<file path="config.mk">
export PLATFORM = sky130hd
export DESIGN_NAME = us_timming_req_driver_mc
export DESIGN_NICKNAME = d
export VERILOG_FILES = /design/src/rtl/us_timming_req_driver_mc.sv
export SDC_FILE = /design/constraint.sdc
export NUM_CORES = 1
export LEC_CHECK = 0
export BUFFER_PORTS_ARGS = -buffer_cell sky130_fd_sc_hd__buf_2
export CORE_AREA = 2 2 285 287
export CTS_CLUSTER_SIZE = 25
export DETAILED_ROUTE_END_ITERATION = 6
export DIE_AREA = 0 0 287 289
export HOLD_SLACK_MARGIN = 0.05
export PLACE_DENSITY_LB_ADDON = 0.2
export RECOVER_POWER = 50
export SLEW_MARGIN = 20
export SYNTH_ARGS = -nofsm -noshare
export SYNTH_HDL_FRONTEND = slang
export SYNTH_SLANG_ARGS = --single-unit
</file>
<file path="constraint.sdc">
create_clock -name sys_clk_i -period 4.7 [get_ports sys_clk_i]
set_clock_uncertainty 0.1 [all_clocks]
set_input_delay 0.47 -clock sys_clk_i [delete_from_list [all_inputs] [get_ports sys_clk_i]]
set_output_delay 0.47 -clock sys_clk_i [all_outputs]
set_load 0.05 [all_outputs]
</file>
<file path="src/rtl/us_timming_req_driver_mc.sv">
// Multi-channel upstream timing request driver: drains one cache FIFO (or emits a simulated
// frame when it is empty) onto a single ready/valid flow through a 2-entry output buffer.
module us_timming_req_driver_mc #(
  parameter int unsigned DATA_W    = 128,
  parameter int unsigned NUM_CH    = 4,
  parameter int unsigned CH_W      = 2,
  parameter int unsigned CNT_W     = 12,
  parameter int unsigned MAX_BURST = 256,
  parameter int unsigned SIM_BEATS = 4,
  parameter int unsigned TIMEOUT   = 1024
) (
  input  logic                      sys_clk_i,
  input  logic                      rst_i,
  input  logic                      transmit_start_trigger_i,
  input  logic [CH_W-1:0]           ch_sel_i,
  input  logic [23:0]               sim_id_i,
  output logic [NUM_CH-1:0]         us_timming_rd_en_o,
  input  logic [NUM_CH*DATA_W-1:0]  us_timming_dout_i,
  input  logic [NUM_CH-1:0]         us_timming_empty_i,
  input  logic [NUM_CH*CNT_W-1:0]   us_timming_cache_count_i,
  input  logic                      us_timming_flow_rdy_i,
  output logic                      us_timming_flow_vld_o,
  output logic [DATA_W-1:0]         us_timming_flow_o,
  output logic                      us_timming_flow_last_o,
  output logic                      busy_o,
  output logic                      transmit_done_pluse_o,
  output logic                      timeout_o
);

  localparam int unsigned BW   = CNT_W + 1;
  localparam int unsigned TW   = $clog2(TIMEOUT);
  localparam int unsigned HdrW = 104;
  localparam int unsigned PadW = DATA_W - HdrW;

  localparam logic [1:0] StIdle = 2'd0;
  localparam logic [1:0] StRead = 2'd1;
  localparam logic [1:0] StSim  = 2'd2;
  localparam logic [1:0] StDone = 2'd3;

  logic [1:0]        state_q, state_d;
  logic [CH_W-1:0]   ch_q, ch_d;
  logic [23:0]       sim_id_q, sim_id_d;
  logic [BW-1:0]     len_q, len_d;
  logic [BW-1:0]     issued_q, issued_d;
  logic [BW-1:0]     pushed_q, pushed_d;
  logic              in_flight_q, in_flight_d;
  logic [DATA_W-1:0] ent0_q, ent0_d, ent1_q, ent1_d;
  logic              last0_q, last0_d, last1_q, last1_d;
  logic [1:0]        occ_q, occ_d;
  logic [TW-1:0]     tmo_q, tmo_d;
  logic              tmo_flag_q, tmo_flag_d;
  logic [15:0]       frame_q, frame_d;

  logic [DATA_W-1:0] sel_data;
  logic              sel_empty;
  logic [CNT_W-1:0]  trig_cnt;
  logic              trig_ch_ok;
  logic              pop, push, push_last, rd_req, starve;
  logic [DATA_W-1:0] push_data, sim_data;
  logic [2:0]        fill;
  logic [HdrW-1:0]   sim_hdr;

  // Per-channel muxing done by loop so out-of-range selects simply match nothing.
  always_comb begin
    sel_data   = '0;
    sel_empty  = 1'b1;
    trig_cnt   = '0;
    trig_ch_ok = 1'b0;
    for (int k = 0; k < int'(NUM_CH); k++) begin
      if (ch_q == CH_W'(k)) begin
        sel_data  = us_timming_dout_i[k*DATA_W +: DATA_W];
        sel_empty = us_timming_empty_i[k];
      end
      if (ch_sel_i == CH_W'(k)) begin
        trig_cnt   = us_timming_cache_count_i[k*CNT_W +: CNT_W];
        trig_ch_ok = 1'b1;
      end
    end
  end

  always_comb begin
    sim_hdr = {32'hFDF7_EB90, 16'(SIM_BEATS * DATA_W / 8), 8'h40, sim_id_q[23:16], 8'h00,
               sim_id_q[15:8], sim_id_q[7:0], frame_q};
    if (pushed_q == '0) begin
      sim_data = {sim_hdr, {PadW{1'b0}}};
    end else begin
      sim_data = {(DATA_W/32){frame_q, 16'(pushed_q)}};
    end
  end

  assign pop = (occ_q != 2'd0) & us_timming_flow_rdy_i;
  // Buffer slots already claimed after this cycle's pop; a new read needs one free.
  assign fill = {1'b0, occ_q} + {2'b00, in_flight_q} - {2'b00, pop};
  assign rd_req = (state_q == StRead) & !sel_empty & (issued_q < len_q) & (fill <= 3'd1);
  assign starve = (occ_q == 2'd0) & !in_flight_q & sel_empty;

  always_comb begin
    us_timming_rd_en_o = '0;
    for (int k = 0; k < int'(NUM_CH); k++) begin
      us_timming_rd_en_o[k] = rd_req & (ch_q == CH_W'(k));
    end
  end

  always_comb begin
    push      = 1'b0;
    push_data = sel_data;
    push_last = 1'b0;
    if (state_q == StRead) begin
      push      = in_flight_q;
      push_last = (pushed_q + BW'(1)) == len_q;
    end else if (state_q == StSim) begin
      push      = (pushed_q < BW'(SIM_BEATS)) & ((occ_q != 2'd2) | pop);
      push_data = sim_data;
      push_last = pushed_q == BW'(SIM_BEATS - 1);
    end
  end

  always_comb begin
    ent0_d  = ent0_q;
    ent1_d  = ent1_q;
    last0_d = last0_q;
    last1_d = last1_q;
    occ_d   = occ_q;
    if (pop && push) begin
      if (occ_q == 2'd1) begin
        ent0_d  = push_data;
        last0_d = push_last;
      end else begin
        ent0_d  = ent1_q;
        last0_d = last1_q;
        ent1_d  = push_data;
        last1_d = push_last;
      end
    end else if (pop) begin
      ent0_d  = ent1_q;
      last0_d = last1_q;
      occ_d   = occ_q - 2'd1;
    end else if (push) begin
      if (occ_q == 2'd0) begin
        ent0_d  = push_data;
        last0_d = push_last;
      end else begin
        ent1_d  = push_data;
        last1_d = push_last;
      end
      occ_d = occ_q + 2'd1;
    end
  end

  always_comb begin
    state_d     = state_q;
    ch_d        = ch_q;
    sim_id_d    = sim_id_q;
    len_d       = len_q;
    issued_d    = issued_q + BW'(rd_req);
    pushed_d    = pushed_q + BW'(push);
    in_flight_d = rd_req;
    tmo_d       = tmo_q;
    tmo_flag_d  = tmo_flag_q;
    frame_d     = frame_q;
    unique case (state_q)
      StIdle: begin
        if (transmit_start_trigger_i) begin
          ch_d       = ch_sel_i;
          sim_id_d   = sim_id_i;
          len_d      = (trig_cnt > CNT_W'(MAX_BURST)) ? BW'(MAX_BURST) : {1'b0, trig_cnt};
          issued_d   = '0;
          pushed_d   = '0;
          tmo_d      = '0;
          tmo_flag_d = 1'b0;
          state_d    = (!trig_ch_ok || trig_cnt == '0) ? StSim : StRead;
        end
      end
      StRead: begin
        if (pop && last0_q) begin
          state_d = StDone;
        end else if (starve) begin
          if (tmo_q == TW'(TIMEOUT - 1)) begin
            state_d    = StDone;
            tmo_flag_d = 1'b1;
          end else begin
            tmo_d = tmo_q + TW'(1);
          end
        end else begin
          tmo_d = '0;
        end
      end
      StSim: begin
        if (pop && last0_q) begin
          state_d = StDone;
          frame_d = frame_q + 16'd1;
        end
      end
      default: begin
        state_d    = StIdle;
        tmo_flag_d = 1'b0;
      end
    endcase
  end

  always_ff @(posedge sys_clk_i) begin
    if (rst_i) begin
      state_q     <= StIdle;
      ch_q        <= '0;
      sim_id_q    <= '0;
      len_q       <= '0;
      issued_q    <= '0;
      pushed_q    <= '0;
      in_flight_q <= 1'b0;
      ent0_q      <= '0;
      ent1_q      <= '0;
      last0_q     <= 1'b0;
      last1_q     <= 1'b0;
      occ_q       <= 2'd0;
      tmo_q       <= '0;
      tmo_flag_q  <= 1'b0;
      frame_q     <= '0;
    end else begin
      state_q     <= state_d;
      ch_q        <= ch_d;
      sim_id_q    <= sim_id_d;
      len_q       <= len_d;
      issued_q    <= issued_d;
      pushed_q    <= pushed_d;
      in_flight_q <= in_flight_d;
      ent0_q      <= ent0_d;
      ent1_q      <= ent1_d;
      last0_q     <= last0_d;
      last1_q     <= last1_d;
      occ_q       <= occ_d;
      tmo_q       <= tmo_d;
      tmo_flag_q  <= tmo_flag_d;
      frame_q     <= frame_d;
    end
  end

  assign us_timming_flow_vld_o  = occ_q != 2'd0;
  assign us_timming_flow_o      = ent0_q;
  assign us_timming_flow_last_o = (occ_q != 2'd0) & last0_q;
  assign busy_o                 = state_q != StIdle;
  assign transmit_done_pluse_o  = state_q == StDone;
  assign timeout_o              = (state_q == StDone) & tmo_flag_q;

endmodule

</file>
* Yosys cells after proc, flatten, opt, wreduce, memory -nomap -nowiden *
Cells that the tools add are included.

storage, ports and cells
  bits in read-only memories = 0
  output and inout port bits = 137
  latch bits = 0
  memory bits (writable) = 0
  memories = 0
  register bits = 355

operators by class
  shift-type cells = 0
  mux-type cells = 67
  bitwise gates (word level) = 16
  order comparisons = 4
  add/subtract/negate cells = 9
  $mul = 0
  reductions and logical operators = 27
  equal/unequal tests = 25
  div/mod/pow operators = 0

operators with widths
  kind                                                                    count
  128-bit 2-to-1 mux                                                      17
  12-bit 2-to-1 mux                                                       5
  13-bit 2-to-1 mux                                                       4
  10-bit 2-to-1 mux                                                       4
  13-bit by 1-bit adder with 13-bit output                                2
  1-bit 2-to-1 mux                                                        26
  10-bit one-hot mux with 2 select lines                                  1
  16-bit by 1-bit adder with 16-bit output (second input constant)        1
  2-bit 2-to-1 mux                                                        8
  13-bit by 1-bit adder with 13-bit output (second input constant)        1
  1-bit AND                                                               13
  13-bit == test                                                          1
  13-bit by 2-bit == test with 1-bit output (second input constant)       1
  13-bit logical NOT                                                      1
  13-bit < comparator                                                     1
  13-bit by 3-bit < comparator with 1-bit output (second input constant)  1
  2-bit == test (second input constant)                                   6
  12-bit by 9-bit > comparator with 1-bit output (second input constant)  1
  12-bit logical NOT                                                      1
  4-bit AND reduction                                                     3
  10-bit by 1-bit adder with 10-bit output (second input constant)        1
  10-bit == test (second input constant)                                  1
  2-bit inequality test (second input constant)                           5
  2-bit nonzero test                                                      5
  other kinds (21)                                                        38

* Logic depth before layout (Yosys ltp) *
  word-level depth = 12
  gate-level depth with buffers = 20

* Least setup slack after synthesis *
No wires, ideal clock.

  kind = reg-to-output
  start point = register occ_q[1]
  end point = output us_timming_rd_en_o[0]
  required time = 4.130 ns
  cell stages (with the launch flop) = 14
  slack = 0.476 ns
  data arrival time = 3.654 ns
  buffers on the path = 0
  cell sequence = dfxtp_1 > inv_1 > ha_1 > and2b_1 > inv_2 > ha_1 > ha_1 > inv_1 > fa_1 > xnor2_1 > nand4_1 > a2111o_1 > a41o_1 > nor3_1

on the way
  longest elaborated chain between the ends = 6
  elaborated cells between the ends (all ways) = 7
  classes of those cells = 2 x add/sub; 1 x order compare; 3 x bitwise; 1 x reduce/logical

RTL lines
  item                                                                                            line  source
  from (decl)                                                                                     49    logic [1:0] occ_q, occ_d;
  from (signal assigned)                                                                          214   occ_q <= 2'd0;
  from (signal assigned)                                                                          230   occ_q <= occ_d;
  parallel branches: the longest is 2 deep, another holds 2-bit by 1-bit adder with 3-bit output  -
  3-bit by 1-bit subtractor with 3-bit output *                                                   93    assign fill = {1'b0, occ_q} + {2'b00, in_flight_q} - {2'b00, pop};
  3-bit by 1-bit <= comparator with 1-bit output *                                                94    assign rd_req = (state_q == StRead) & !sel_empty & (issued_q < len_q) & (fill <= 3'd1);
  1-bit AND *                                                                                     94
  1-bit AND *                                                                                     100   us_timming_rd_en_o[k] = rd_req & (ch_q == CH_W'(k));
  to (decl)                                                                                       17    output logic [NUM_CH-1:0] us_timming_rd_en_o,

Mark *: on every way between the ends.

* Final worst setup path *
  start point = register occ_q[0]
  end point = output us_timming_rd_en_o[2]

The elaborated chain is that of the path after synthesis.

==> results.py <==
metrics = {
    "critical_path": {
        "worstPathArrival_ns": 3.83,
        "max_stage_delay_ns": 0.40,
        "crit_top_cell": "ha_1",
        "crit_path_max_fanout": 9,
        "r2r-end": "issued_q[12]",
        "crit_type": "reg -> out",
        "slowest_stage": "fa_1",
        "critical_path.cell_chain": "inv_1 -> ha_1 -> and2b_4 -> inv_2 -> ha_1 -> ha_1 -> inv_1 -> fa_1 -> xnor2_1 -> nand4_1 -> a2111o_1 -> a41o_2 -> nor3_1 -> buf_4",
        "end_kind": "output pin",
        "r2r_start": "occ_q[0]",
        "critPathLaunchType": "flip-flop",
        "r2r_cells": 20,
        "cp_data_required_time_ns": 4.13,
        "r2r_setup_slack_ns": 0.37,
    },
    "grt": {
        "gr-total-overflow": 0,
        "busiest_layer": "met2",
        "grt_pass1_vias": 19500,
        "grt_pass1_wl_um": 129500,
        "grt.met1_usage_pct": 26.95,
        "track_usage_pct": 20.96,
        "grt_max_degree": 160,
        "grt.met3_usage_pct": 5.346,
        "antenna_found_initial": 8,
        "use_met2_pct": 34.35,
    },
    "synth": {
        "synth_nets": 2710,
        "synthFlopType": "dfxtp_1",
        "synth-compound-area-share_pct": 20.01,
        "muxShareOfSynthArea_pct": 18.76,
        "syn_inst": 2086,
        "synth_top_family_by_area": "compound AO/OA/AOI/OAI gates",
        "synth_largest_area_cell": "dfxtp_1",
        "yosys-top-cells-count": "dfxtp_1 (354), nor2_1 (220), nand2_1 (218), a211oi_1 (161), mux4_2 (138)",
        "synth.distinct_cells": 69,
        "yosysMostFrequentCell": "dfxtp_1",
        "synth_area_sq_mm": 0.01945,
        "synthXorXnorAreaFrac_pct": 2.251,
        "ys_warn_count": 0,
        "yosysTopAreaCellShare_pct": 36.43,
        "synth_area_leaders": "dfxtp_1 (36%), mux4_2 (16%), a211oi_1 (6.2%)",
        "synth_fa_ha_area_share_pct": 1.968,
        "yosys.area_share.simple_pct": 15.06,
        "synth-async-reset-ratio_pct": 0,
        "yosysSeqAreaShare_pct": 36.43,
        "synth_edf_count": 0,
        "synth.avg_cell_area_sq_um": 9.325,
        "synth_seq_cells": 354,
    },
    "sta": {
        "max_slew_margin_pct": -82.31,
        "finalWorstSetupSlack_ns": 0.2981,
        "min_period_ns": 4.402,
        "setup_tns_ns": 0,
        "hold_viol": 0,
        "drv_slew": 63,
        "whs_ns": 0.2015,
        "final-setup-viol-count": 0,
        "fin_crit_sh_pct": 93.66,
        "rsz0062_at_grt": "yes",
        "tightest_slew_ns": 2.725,
        "fmax_mhz": 227.2,
    },
    "power_and_ir_drop": {
        "power_density_mw_per_mm2": 507.0,
        "leakage_nw": 9.785,
        "total_power_mw": 12.84,
        "ir_worst_vdd_v": 0.0004328,
    },
    "route": {
        "antenna_left": 0,
        "wl_per_cell_um": 24.03,
        "vias": 19500,
        "drc": 0,
        "viasPerCell": 5.126,
        "dr.pass1.iters": 7,
        "first_iter_violations": 1205,
        "drt-total-wl_um": 91430,
    },
    "cts": {
        "clk_latency_ns": 0.59,
        "h-tree-depth": 2,
        "cts_tree": "built",
        "cts_setup_buffers": 0,
        "cts_made_buffers": 45,
        "clock_sinks": 354,
        "clock_path_buffers": 3,
        "path_clk_slew_ns": 0.06,
        "cts_root_buffer": "clkbuf_16",
    },
    "run_status": {
        "status": "finished, violations left",
        "violations": "capacitance limit, slew limit",
    },
    "die": {
        "die_w_um": 287,
        "start_util_pct": 24.35,
        "ios": 731,
        "num_rows": 104,
        "fp.coreArea_sq_mm": 0.07990,
        "chipHeight_um": 289,
        "die-area_sq_mm": 0.08294,
    },
    "finish": {
        "final_area_sq_mm": 0.02532,
        "drive_gt1_share_pct": 31.06,
        "register_area_sq_mm": 0.007096,
        "num-nets-final": 3334,
        "multiInputGateArea_sq_mm": 0.01132,
        "area.growth.synth_to_final_pct": 30.17,
        "fillers": 8457,
    },
    "min_path": {
        "hp-start": "ch_sel_i[1]",
        "hold_path_class": "in -> reg",
        "whs_endpoint": "ch_q[1]",
        "min_path_cells": 3,
    },
    "placed_design": {
        "io_buffers": 730,
        "pre_cts_ws_ns": 0.2873,
        "place_hpwl_um": 67010,
        "post_dp_cell_area_sq_mm": 0.02382,
        "gp_congestion": 0.9169,
    },
    "run": {
        "max_cap_violations": 2,
    },
}
## power by group
part	internal, mW	switching (mW)
clock	2.02	1.41
sequential	3.49	0.306
combinational	1.85	3.76
## worst max-delay path by stage
stage / cells after the start / from / slack [ns] / endpoint
3_5_place_dp: 20 / occ_q[1] / 0.29 / issued_q[12]
2_1_floorplan: 13 / occ_q[1] / 0.48 / us_timming_rd_en_o[0]
4_1_cts: 14 / occ_q[1] / 0.07 / us_timming_rd_en_o[0]
5_1_grt: 14 / occ_q[0] / -0.03 / us_timming_rd_en_o[2]
6_report: 14 / occ_q[0] / 0.30 / us_timming_rd_en_o[2]
3_3_place_gp: 20 / occ_q[1] / 0.31 / issued_q[12]
## stage by stage
step | util, % | instances
2_1_floorplan | - | 2086
3_3_place_gp | 29.81 | 3698
3_5_place_dp | 29.81 | 3698
4_1_cts | 31.92 | 3799
5_1_grt | 31.69 | 3804
6_report | 31.69 | 3805
## layout make-up
cell class,count,share of cell area [%]
Multi-Input combinational cell,1495,44.70
Sequential cell,354,28.02
Timing Repair Buffer,780,15.77
Clock buffer,68,5.307
Tap cell,1060,5.238
Inverter,34,0.5040
Clock inverter,9,0.4101
Antenna cell,5,0.04941
## cells in the final DEF (no fill, tap or decap), types with 24 or more instances in the layout
| cell | n |
|---|---|
| a22oi_1 | 26 |
| dlygate4sd3_1 | 24 |
| nand2b_1 | 25 |
| o21ai_0 | 45 |
| a22o_1 | 28 |
| ha_1 | 29 |
| mux2i_1 | 54 |
| clkbuf_16 | 46 |
| nor2_1 | 218 |
| nand2_1 | 215 |
| a21oi_1 | 123 |
| nor3_1 | 64 |
| clkbuf_1 | 145 |
| inv_1 | 33 |
| or3_1 | 24 |
| xor2_1 | 27 |
| dfxtp_1 | 351 |
| a211oi_1 | 161 |
| buf_2 | 592 |
| mux4_2 | 138 |
| o22ai_1 | 124 |
## registers in the layout, summed over array words and instances (netlist names)
| name | count |
|---|---|
| ent1_q | 128 |
| us_timming_flow_o | 128 |
| sim_id_q | 24 |
| frame_q | 16 |
| issued_q | 13 |
| pushed_q | 13 |
| len_q | 12 |
| tmo_q | 10 |
| ch_q | 2 |
| occ_q | 2 |
| state_q | 2 |
| in_flight_q | 1 |
| last0_q | 1 |
| last1_q | 1 |
| tmo_flag_q | 1 |
## routing by layer
layer / vias up / share of wire [%] / wire, um
met5: - / 0 / 0
met4: 0 / 3.1 / 2801
met3: 124 / 8.1 / 7378
met2: 766 / 46 / 42490
met1: 9541 / 42 / 38760
li1: 9072 / - / -
## cells by family (layout without fill, tap and decap cells)
logic type,Yosys count,after routing
AND/OR/NAND/NOR,649,649
flip-flops,354,354
other,0,5
XOR/XNOR,50,50
multiplexers,192,192
AO/OA/AOI/OAI,574,574
adder cells (fa/ha/maj),30,30
buffers and inverters,237,891
## what timing repair did
action,in CTS,in global routing
hold endpoints to repair,24,0
hold buffers,24,0
resized for setup,0,11
setup endpoints to repair,0,7
## worst max-delay path: cells and delay by family (launching register included)
| family | cells | cell delay (ns) |
|---|---|---|
| AO/OA/AOI/OAI | 2 | 0.63 |
| XOR/XNOR | 1 | 0.15 |
| adder cells (fa/ha/maj) | 4 | 1.06 |
| buffers and inverters | 4 | 0.48 |
| flip-flops | 1 | 0.35 |
| AND/OR/NAND/NOR | 3 | 0.59 |
Power figures use the tool's default switching activity.
